## config.mk

```make
export PLATFORM = sky130hd
export DESIGN_NAME = instr_fetch_unit_flat
export DESIGN_NICKNAME = d
export VERILOG_FILES = /design/src/rtl/instr_fetch_unit_if.sv /design/src/rtl/instr_fetch_unit.sv /design/src/flat_wrapper.sv
export SDC_FILE = /design/constraint.sdc
export NUM_CORES = 1
export LEC_CHECK = 0
export ABC_AREA = 1
export CAP_MARGIN = 30
export CORE_MARGIN = 5
export CORE_UTILIZATION = 45
export CTS_CLUSTER_SIZE = 14
export DETAILED_ROUTE_END_ITERATION = 12
export PLACE_DENSITY = 0.88
export SLEW_MARGIN = 20
export SYNTH_ARGS = -nofsm -noshare
export SYNTH_HDL_FRONTEND = slang
export SYNTH_SLANG_ARGS = --single-unit
```

## constraint.sdc

```tcl
create_clock -name clk -period 1.9 [get_ports clk]
set_input_delay 0.19 -clock clk [delete_from_list [all_inputs] [get_ports clk]]
set_output_delay 0.19 -clock clk [all_outputs]
set_load 0.05 [all_outputs]
```

## src/rtl/instr_fetch_unit_if.sv

```systemverilog
// ---------------------------------------------------------------------------
// instr_fetch_unit_if
//   Bundles the fetch unit's instruction-memory bus, datapath handshake and
//   redirect/fault signals.
//   master : the fetch unit (drives mem_addr/mem_rd and the instruction side)
//   slave  : the environment (memory + datapath + branch unit)
// Signals
//   mem_addr/mem_rd/mem_rdata          byte-wide instruction memory, 1-cycle read
//   instr/pc/pc_plus4/instr_valid      fetched instruction presented to datapath
//   instr_ready                        datapath accept
//   redirect/redirect_pc               branch/jump restart
//   fault                              misaligned-redirect fault (optional)
// ---------------------------------------------------------------------------
interface instr_fetch_unit_if #(parameter int ADDR_W = 8);
  logic [ADDR_W-1:0] mem_addr;
  logic              mem_rd;
  logic [7:0]        mem_rdata;
  logic [31:0]       instr;
  logic [31:0]       pc;
  logic [31:0]       pc_plus4;
  logic              instr_valid;
  logic              instr_ready;
  logic              redirect;
  logic [31:0]       redirect_pc;
  logic              fault;

  modport master (
    output mem_addr, mem_rd, instr, pc, pc_plus4, instr_valid, fault,
    input  mem_rdata, instr_ready, redirect, redirect_pc
  );

  modport slave (
    input  mem_addr, mem_rd, instr, pc, pc_plus4, instr_valid, fault,
    output mem_rdata, instr_ready, redirect, redirect_pc
  );
endinterface

```

## src/rtl/instr_fetch_unit.sv

```systemverilog
// ---------------------------------------------------------------------------
// instr_fetch_unit
//   Fetch stage: holds the PC, reads one 32-bit big-endian instruction as four
//   byte reads from a byte-wide memory (data one cycle after the strobe), and
//   presents instr/pc/pc_plus4 over a valid/ready handshake. Redirects restart
//   fetch at a new target and discard any partial assembly.
// Ports
//   clk   clock, rising edge
//   rst   synchronous reset, active-low
//   bus   instr_fetch_unit_if.master (memory bus, handshake, redirect, fault)
// Build option
//   FETCH_ALIGN_CHECK_EN : when defined, a misaligned redirect enters a sticky
//   FAULT state (only reset leaves it). When undefined, redirect_pc[1:0] is
//   forced to zero and fault is tied low.
// ---------------------------------------------------------------------------
module instr_fetch_unit #(
  parameter int          ADDR_W   = 8,
  parameter logic [31:0] RESET_PC = 32'h0
) (
  input  logic                clk,
  input  logic                rst,
  instr_fetch_unit_if.master  bus
);

`ifdef FETCH_ALIGN_CHECK_EN
  typedef enum logic [1:0] {S_FETCH, S_HOLD, S_FAULT} state_e;
`else
  typedef enum logic [1:0] {S_FETCH, S_HOLD} state_e;
`endif

  state_e            state_q, state_d;
  logic [31:0]       pc_q, pc_d;
  logic [31:0]       instr_q, instr_d;
  logic [ADDR_W-1:0] mem_addr_q, mem_addr_d;
  logic              mem_rd_q, mem_rd_d;
  logic              rd_pend_q, rd_pend_d;   // a byte requested last cycle is on mem_rdata now
  logic [2:0]        req_cnt_q, req_cnt_d;   // reads issued for this word (0..4)
  logic [1:0]        cap_cnt_q, cap_cnt_d;   // bytes captured for this word (0..3)
  logic              valid_q, valid_d;
  logic              fault_q, fault_d;

  logic [31:0]       pc_inc;
  logic [31:0]       redir_pc;

  assign pc_inc   = pc_q + 32'd4;
  assign redir_pc = {bus.redirect_pc[31:2], 2'b00};

  always_comb begin
    state_d    = state_q;
    pc_d       = pc_q;
    instr_d    = instr_q;
    mem_addr_d = mem_addr_q;
    mem_rd_d   = 1'b0;
    rd_pend_d  = 1'b0;
    req_cnt_d  = req_cnt_q;
    cap_cnt_d  = cap_cnt_q;
    valid_d    = valid_q;
    fault_d    = fault_q;

    unique case (state_q)
      S_FETCH: begin
        // Capture side: shift bytes in MSB-first so byte at pc lands in [31:24].
        rd_pend_d = mem_rd_q;
        if (rd_pend_q) begin
          instr_d   = {instr_q[23:0], bus.mem_rdata};
          cap_cnt_d = cap_cnt_q + 2'd1;
          if (cap_cnt_q == 2'd3) begin
            state_d = S_HOLD;
            valid_d = 1'b1;
          end
        end
        // Issue side: mem_rd/mem_addr are registered, so they are set one edge ahead.
        if (req_cnt_q < 3'd4) begin
          mem_rd_d   = 1'b1;
          mem_addr_d = pc_q[ADDR_W-1:0] + ADDR_W'(req_cnt_q);
          req_cnt_d  = req_cnt_q + 3'd1;
        end
      end
      S_HOLD: begin
        if (valid_q && bus.instr_ready) begin
          // Start the next word immediately so throughput is one per 6 cycles.
          pc_d       = pc_inc;
          state_d    = S_FETCH;
          valid_d    = 1'b0;
          mem_rd_d   = 1'b1;
          mem_addr_d = pc_inc[ADDR_W-1:0];
          req_cnt_d  = 3'd1;
          cap_cnt_d  = 2'd0;
        end
      end
      default: begin
        // FAULT: frozen until reset.
      end
    endcase

    // Redirect wins over the handshake; a coincident valid&ready still counts as
    // consumed, it simply does not advance pc by 4.
`ifdef FETCH_ALIGN_CHECK_EN
    if (bus.redirect && state_q != S_FAULT) begin
      if (bus.redirect_pc[1:0] != 2'b00) begin
        state_d   = S_FAULT;
        fault_d   = 1'b1;
        valid_d   = 1'b0;
        mem_rd_d  = 1'b0;
        rd_pend_d = 1'b0;
      end else begin
        pc_d       = redir_pc;
        state_d    = S_FETCH;
        valid_d    = 1'b0;
        mem_rd_d   = 1'b1;
        mem_addr_d = redir_pc[ADDR_W-1:0];
        req_cnt_d  = 3'd1;
        cap_cnt_d  = 2'd0;
        rd_pend_d  = 1'b0;
      end
    end
`else
    if (bus.redirect) begin
      pc_d       = redir_pc;
      state_d    = S_FETCH;
      valid_d    = 1'b0;
      mem_rd_d   = 1'b1;
      mem_addr_d = redir_pc[ADDR_W-1:0];
      req_cnt_d  = 3'd1;
      cap_cnt_d  = 2'd0;
      rd_pend_d  = 1'b0;  // bytes in flight from the old fetch are dropped
    end
`endif
  end

  always_ff @(posedge clk) begin
    if (!rst) begin
      state_q    <= S_FETCH;
      pc_q       <= RESET_PC;
      instr_q    <= 32'h0;
      mem_addr_q <= '0;
      mem_rd_q   <= 1'b0;
      rd_pend_q  <= 1'b0;
      req_cnt_q  <= 3'd0;
      cap_cnt_q  <= 2'd0;
      valid_q    <= 1'b0;
      fault_q    <= 1'b0;
    end else begin
      state_q    <= state_d;
      pc_q       <= pc_d;
      instr_q    <= instr_d;
      mem_addr_q <= mem_addr_d;
      mem_rd_q   <= mem_rd_d;
      rd_pend_q  <= rd_pend_d;
      req_cnt_q  <= req_cnt_d;
      cap_cnt_q  <= cap_cnt_d;
      valid_q    <= valid_d;
      fault_q    <= fault_d;
    end
  end

  assign bus.mem_addr    = mem_addr_q;
  assign bus.mem_rd      = mem_rd_q;
  assign bus.instr       = instr_q;
  assign bus.pc          = pc_q;
  assign bus.pc_plus4    = pc_inc;
  assign bus.instr_valid = valid_q;
`ifdef FETCH_ALIGN_CHECK_EN
  assign bus.fault       = fault_q;
`else
  assign bus.fault       = 1'b0;
`endif

endmodule

```

## src/flat_wrapper.sv

```systemverilog
// flat-port wrapper written by rule: the top's interface ports become plain ports
module instr_fetch_unit_flat 
#(
  parameter int          ADDR_W   = 8,
  parameter logic [31:0] RESET_PC = 32'h0
)
  (clk, rst, bus_mem_addr, bus_mem_rd, bus_instr, bus_pc, bus_pc_plus4, bus_instr_valid, bus_fault, bus_mem_rdata, bus_instr_ready, bus_redirect, bus_redirect_pc);
  instr_fetch_unit_if #(.ADDR_W(ADDR_W)) bus_i ();
  input  logic clk;
  input  logic rst;
  output wire logic [$bits(bus_i.mem_addr)-1:0] bus_mem_addr;
  output wire logic [$bits(bus_i.mem_rd)-1:0] bus_mem_rd;
  output wire logic [$bits(bus_i.instr)-1:0] bus_instr;
  output wire logic [$bits(bus_i.pc)-1:0] bus_pc;
  output wire logic [$bits(bus_i.pc_plus4)-1:0] bus_pc_plus4;
  output wire logic [$bits(bus_i.instr_valid)-1:0] bus_instr_valid;
  output wire logic [$bits(bus_i.fault)-1:0] bus_fault;
  input wire logic [$bits(bus_i.mem_rdata)-1:0] bus_mem_rdata;
  input wire logic [$bits(bus_i.instr_ready)-1:0] bus_instr_ready;
  input wire logic [$bits(bus_i.redirect)-1:0] bus_redirect;
  input wire logic [$bits(bus_i.redirect_pc)-1:0] bus_redirect_pc;
  assign bus_mem_addr = bus_i.mem_addr;
  assign bus_mem_rd = bus_i.mem_rd;
  assign bus_instr = bus_i.instr;
  assign bus_pc = bus_i.pc;
  assign bus_pc_plus4 = bus_i.pc_plus4;
  assign bus_instr_valid = bus_i.instr_valid;
  assign bus_fault = bus_i.fault;
  assign bus_i.mem_rdata = bus_mem_rdata;
  assign bus_i.instr_ready = bus_instr_ready;
  assign bus_i.redirect = bus_redirect;
  assign bus_i.redirect_pc = bus_redirect_pc;
  instr_fetch_unit #(.ADDR_W(ADDR_W), .RESET_PC(RESET_PC)) u_core (.clk(clk), .rst(rst), .bus(bus_i));
endmodule
```

* Yosys cells after proc, flatten, opt, wreduce, memory -nomap -nowiden
Index checks and enable logic that the tools add are counted.
** Cells by class
- Bitwise gates (word level) :: 2
- Add/sub/neg operators :: 4
- Magnitude comparators :: 1
- Reduce and logical (&&, ||, !) cells :: 15
- Multiplexer cells :: 25
- Eq/ne operators :: 8
** Operator list (count)
- 32-bit 2-to-1 mux :: 3
- 32-bit by 3-bit adder with 32-bit output, second input constant :: 1
- 8-bit 2-to-1 mux :: 3
- 8-bit one-hot mux with 2 select lines :: 1
- 3-bit AND reduction :: 3
- 8-bit by 3-bit adder with 8-bit output :: 1
- 2-bit 2-to-1 mux :: 4
- 2-bit by 1-bit != test with 1-bit output, second input constant :: 4
- 2-bit one-hot mux with 2 select lines :: 2
- 1-bit 2-to-1 mux :: 7
- 3-bit 2-to-1 mux :: 2
- 3-bit by 2-bit != test with 1-bit output, second input constant :: 2
- 3-bit one-hot mux with 2 select lines :: 1
- 2-bit AND reduction :: 3
- 2-bit nonzero test :: 3
- 1-bit one-hot mux with 2 select lines :: 2
- 4-bit AND reduction :: 1
- 3-bit by 1-bit adder with 3-bit output, second input constant :: 1
- 3-bit < comparator, second input constant :: 1
- 3-bit nonzero test :: 1
- 3-bit OR reduction :: 1
- 2-bit by 1-bit adder with 2-bit output, second input constant :: 1
- 2-bit by 1-bit equality test with 1-bit output, second input constant :: 1
- 2-bit equality test, second input constant :: 1
- 4 further kinds :: 5
** Word-level totals
- Register bits after elaboration :: 82
- Input bits :: 44
- Output and inout port bits :: 107
- Word-level logic and storage cells :: 67

* Logic depth before layout (Yosys ltp)
- Word-level depth :: 4
- Depth in mapped cells :: 10
- Mapped depth without buffers :: 10

* Worst setup path after synthesis
Ideal clock, no wire load.
- Path kind :: reg-to-reg
- Start :: reg u_core.pc_q[2], in the netlist u_core.bus.pc[2]
- End :: reg u_core.pc_q[9], in the netlist u_core.bus.pc[9]
- Path buffers :: 0
- Data arrival time :: 2.489 ns
- Library setup time :: 0.074 ns
- Path slack :: -0.663 ns
- Period minus slack after synthesis :: 2.563 ns
- Data required time :: 1.826 ns
- Stages on the path, launching flop included :: 7
- Cells stage by stage :: dfxtp_1 > inv_2 > nor2_4 > nand2_4 > xnor2_1 > nand2_1 > a31oi_1
** Between the ends
- Cells in the longest elaborated chain, start to end :: 4
** Ends and longest elaborated chain
- start: declaration :: RTL line instr_fetch_unit.sv:32 : logic [31:0] pc_q, pc_d;
- start signal: assignment :: RTL line instr_fetch_unit.sv:145 : pc_q <= pc_d;
- 32-bit by 3-bit adder with 32-bit output :: RTL line instr_fetch_unit.sv:45 : assign pc_inc = pc_q + 32'd4;
- net bus_pc_plus4[9] :: RTL line flat_wrapper.sv:15 : output wire logic [$bits(bus_i.pc_plus4)-1:0] bus_pc_plus4;
- 32-bit 2-to-1 mux :: RTL line instr_fetch_unit.sv:80 : if (valid_q && bus.instr_ready) begin
- 32-bit 2-to-1 mux :: RTL line instr_fetch_unit.sv:60 : unique case (state_q)
- 32-bit 2-to-1 mux :: RTL line instr_fetch_unit.sv:118 : if (bus.redirect) begin
The timed path passes the listed nets, and every way through them passes these cells. The select of a mux whose other input is x is not followed.
A chain may end at the register's enable or synchronous reset.

* Final worst setup path
- Start :: reg u_core.pc_q[3], in the netlist u_core.bus.pc[3]
- End :: out bus_pc_plus4[20]
** Between the ends
- Cells in the longest elaborated chain, start to end :: 1
** Ends and longest elaborated chain (RTL line)
- 32-bit by 3-bit adder with 32-bit output :: instr_fetch_unit.sv:45
- end: declaration :: flat_wrapper.sv:15
Every way passes these cells.

==> metrics.cfg <==
[worst_setup_path]
path_cells=ha_4 > inv_2 > nor2_4 > buf_4 > nand3b_1 > inv_2 > nand2_2 > nand2_2 > and2_4 > buf_12
startpoint_type=flop
cp-startpoint=u_core.bus.pc[3]
crit_slowest_cell=dfxtp_4
cp.required_ns=1.71
r2r-start=u_core.bus.pc[3]
worstPathMaxFanout=3
max_stage_delay_ns=0.37
critical_path.top_delay_family=simple AND/OR/NAND/NOR gates
endpoint_kind=output port
critPathArrivalTime_ns=1.84
cp_num_buf_inv=4
worstSetupPathType=reg2out

[power]
pwr-share-comb=0.282
clockPowerShare=0.324
p_per_area_mw_per_mm2=642
pwr-share-seq=0.394
sw_frac_of_total=0.348
ir_drop_mv=0.494
p_leak_uw=0.00297
intPower_uw=2980
p_switching_uw=1600

[clocking]
htree_levels=3
hold_buffers=0
path_clk_slew_ns=0.10
cts_tree=done
cts_sinks=78
clk_latency_ns=0.36
clockBufferDepth=2
numCtsBuffers=9
cts-root-buf=clkbuf_8

[die]
io_pins=151
fp.dieW_um=107
rows=35
dieArea_sq_mm=0.0114
die_height_um=107
core_sq_mm=0.00915
start_util=0.458

[final_layout]
fin_nets=850
antenna_cells=0
final_cell_area_sq_mm=0.00714
area_delta_synth_final_pct=70.1
fin_cells=917
final_core_util=0.780
drive_gt1_frac=0.290
fillers=557

[timing]
fin_crit_sh=1.07
finalSetupViolations=21
min_period_ns=2.03
finalHoldViolCount=0
max_slew_margin=0.646
hold_ws_ns=0.445
max_freq_mhz=492
final-max-slew-violation-count=0
layout_setup_ws_ns=-0.135
worst_pin_slew_ns=0.529
rsz0062_at_grt=true
fin_skew_ns=0.0141

[global_routing]
overflow=0
grt_pass1_wl_um=23200
grt_max_degree=35
antenna_found_initial=0
gr-usage-all-layers=0.250
grt_pass1_vias=4956

[logic_synthesis]
ys_seq_elements=78
ys_seq_area_frac=0.372
synth_cells=621
synth_compound_gate_area_share=0.149
synth_top_area_frac=0.372
synth.area.top_cells=dfxtp_1 (37%), nand2_1 (13%), nor2_1 (9.3%)
yosysTopAreaCell=dfxtp_1
synth-xor-area-share=0.0403
syn_avg_cell_area_sq_um=6.76
yosysWarnings=0
synth_top_family_by_area=simple AND/OR/NAND/NOR gates
synth_cell_types=31
synth.cell_area_sq_mm=0.00420
yosys-mux-area-fraction=0
synth_simple_gate_area_frac=0.335
synth_adder_area_share=0.0149

[min_path]
min_path_type=in2reg
hold_start=bus_redirect_pc[4]

[placed_design]
place_area_sq_mm=0.00624
gp_congestion=0.892
portBuffers=143
dp_hpwl_um=10100
dp_cells=867

[drt]
vias=5013
initialDrtViolationCount=301
drt-total-wl_um=15700
routed_via_density=5.47
drc=0
firstDrtPassIters=7
antenna_left=0
avgRoutedWirePerCell_um=17.1

[status]
status=finished, violations left
violations=negative setup slack

[job]
cap_violations=0

==> sequential cells by signal (all words and copies together), names as in the netlist <==
signal and count:
u_core.bus.instr_valid 1, u_core.bus.mem_addr 8, u_core.bus.mem_rd 1, u_core.req_cnt_q 3, u_core.bus.pc 30, u_core.rd_pend_q 1
u_core.bus.instr 32, u_core.cap_cnt_q 2
==> placed cells by master (no fill, tap or decap), types with 5 or more instances in the layout <==
cell / netlist / routed
and2_4: 0 / 6
buf_4: 6 / 50
dfxtp_1: 78 / 52
nor2_4: 6 / 17
nand3_1: 32 / 20
nand2_2: 7 / 29
dfxtp_4: 0 / 17
clkdlybuf4s50_1: 0 / 105
a22o_1: 5 / 5
dfxtp_2: 0 / 9
buf_12: 0 / 30
xor2_4: 0 / 10
conb_1: 1 / 5
buf_6: 1 / 5
nand3_2: 0 / 10
nand2_1: 146 / 118
clkbuf_8: 0 / 9
nand2_4: 2 / 8
nor2_2: 6 / 8
a21oi_1: 37 / 36
nor2_1: 104 / 91
a31oi_1: 10 / 10
o21ai_0: 60 / 59
inv_1: 53 / 50
==> repair_timing <==
action	CTS	global route
gates resized for setup	67	54
pin swaps	20	20
buffers inserted	21	15
setup endpoints to repair	23	31
==> worst paths after layout <==
path | endpoint | slack (ns) | depth (start not counted)
setup / recovery | bus_pc_plus4[20] | -0.13 | 10
hold / removal | u_core.bus.mem_addr[4] | 0.44 | 3
setup reg to reg | u_core.bus.pc[22] | -0.09 | 15
hold reg to reg | u_core.bus.mem_addr[1] | 0.47 | 2
==> per-stage QoR <==
step                      power (uW)  setup slack, ns  setup TNS (ns)
final                           4580           -0.135           -1.33
after global routing            4740           -0.204           -2.72
after CTS                       4540          -0.0804          -0.702
after detailed placement        3040         -0.00566        -0.00566
after global placement          3020            0.171               0
after floorplan                 2550          -0.0344         -0.0683
==> cell families after synthesis <==
| logic type | count (synthesis) |
|---|---|
| xor+xnor | 15 |
| other cells | 1 |
| flops | 78 |
| compound gates | 117 |
| buf+inv | 87 |
| simple gates | 318 |
| fa+ha+maj | 5 |
==> tightest hold or removal path, cell delays in order <==
cell             delay, ns
clkdlybuf4s50_1       0.40
nand2_1               0.08
a21oi_1               0.07
==> layer usage <==
metal	global-route usage	up-vias	part of all wire	wire, um
met2	0.456	290	0.50	7850
met4	0.112	0	0.039	614
met3	0.0589	71	0.088	1380
met5	0	-	0	0
li1	-	2328	-	-
met1	0.274	2324	0.37	5840
==> power groups by stage <==
stage	logic [uW]	registers [uW]	clock network (uW)
after floorplan	439	2110	0
after global placement	1170	1840	0
after detailed placement	1190	1850	0
after CTS	1250	1800	1490
after global routing	1360	1820	1570
final	1290	1800	1480
==> synth_stat cells <==
cell,n
nor2_2,6
nand2_2,7
nor2_8,3
xor2_2,5
buf_2,8
inv_1,53
xnor2_1,2
nor2_4,6
buf_6,1
nand3b_1,1
nand2_1,146
dfxtp_1,78
inv_2,2
clkinv_1,1
conb_1,1
xor2_1,8
nand3_1,32
clkbuf_1,12
ha_1,5
a21oi_2,2
o21ai_0,60
a22o_1,5
buf_4,6
buf_1,3
a31oi_1,10
nand2_4,2
clkbuf_2,1
a21oi_1,37
nor2_1,104
and2_1,11
o21ai_1,3
==> area by class of cell <==
type / count / area, sq um / share of cell area
Clock buffer: 9 / 124 / 0.0174
Clock inverter: 7 / 105 / 0.0147
Timing Repair Buffer: 196 / 2150 / 0.301
Sequential cell: 78 / 1640 / 0.229
Inverter: 56 / 218 / 0.0305
Multi-Input combinational cell: 460 / 2760 / 0.387
Tap cell: 111 / 139 / 0.0195
(Power assumes the default switching activity.)
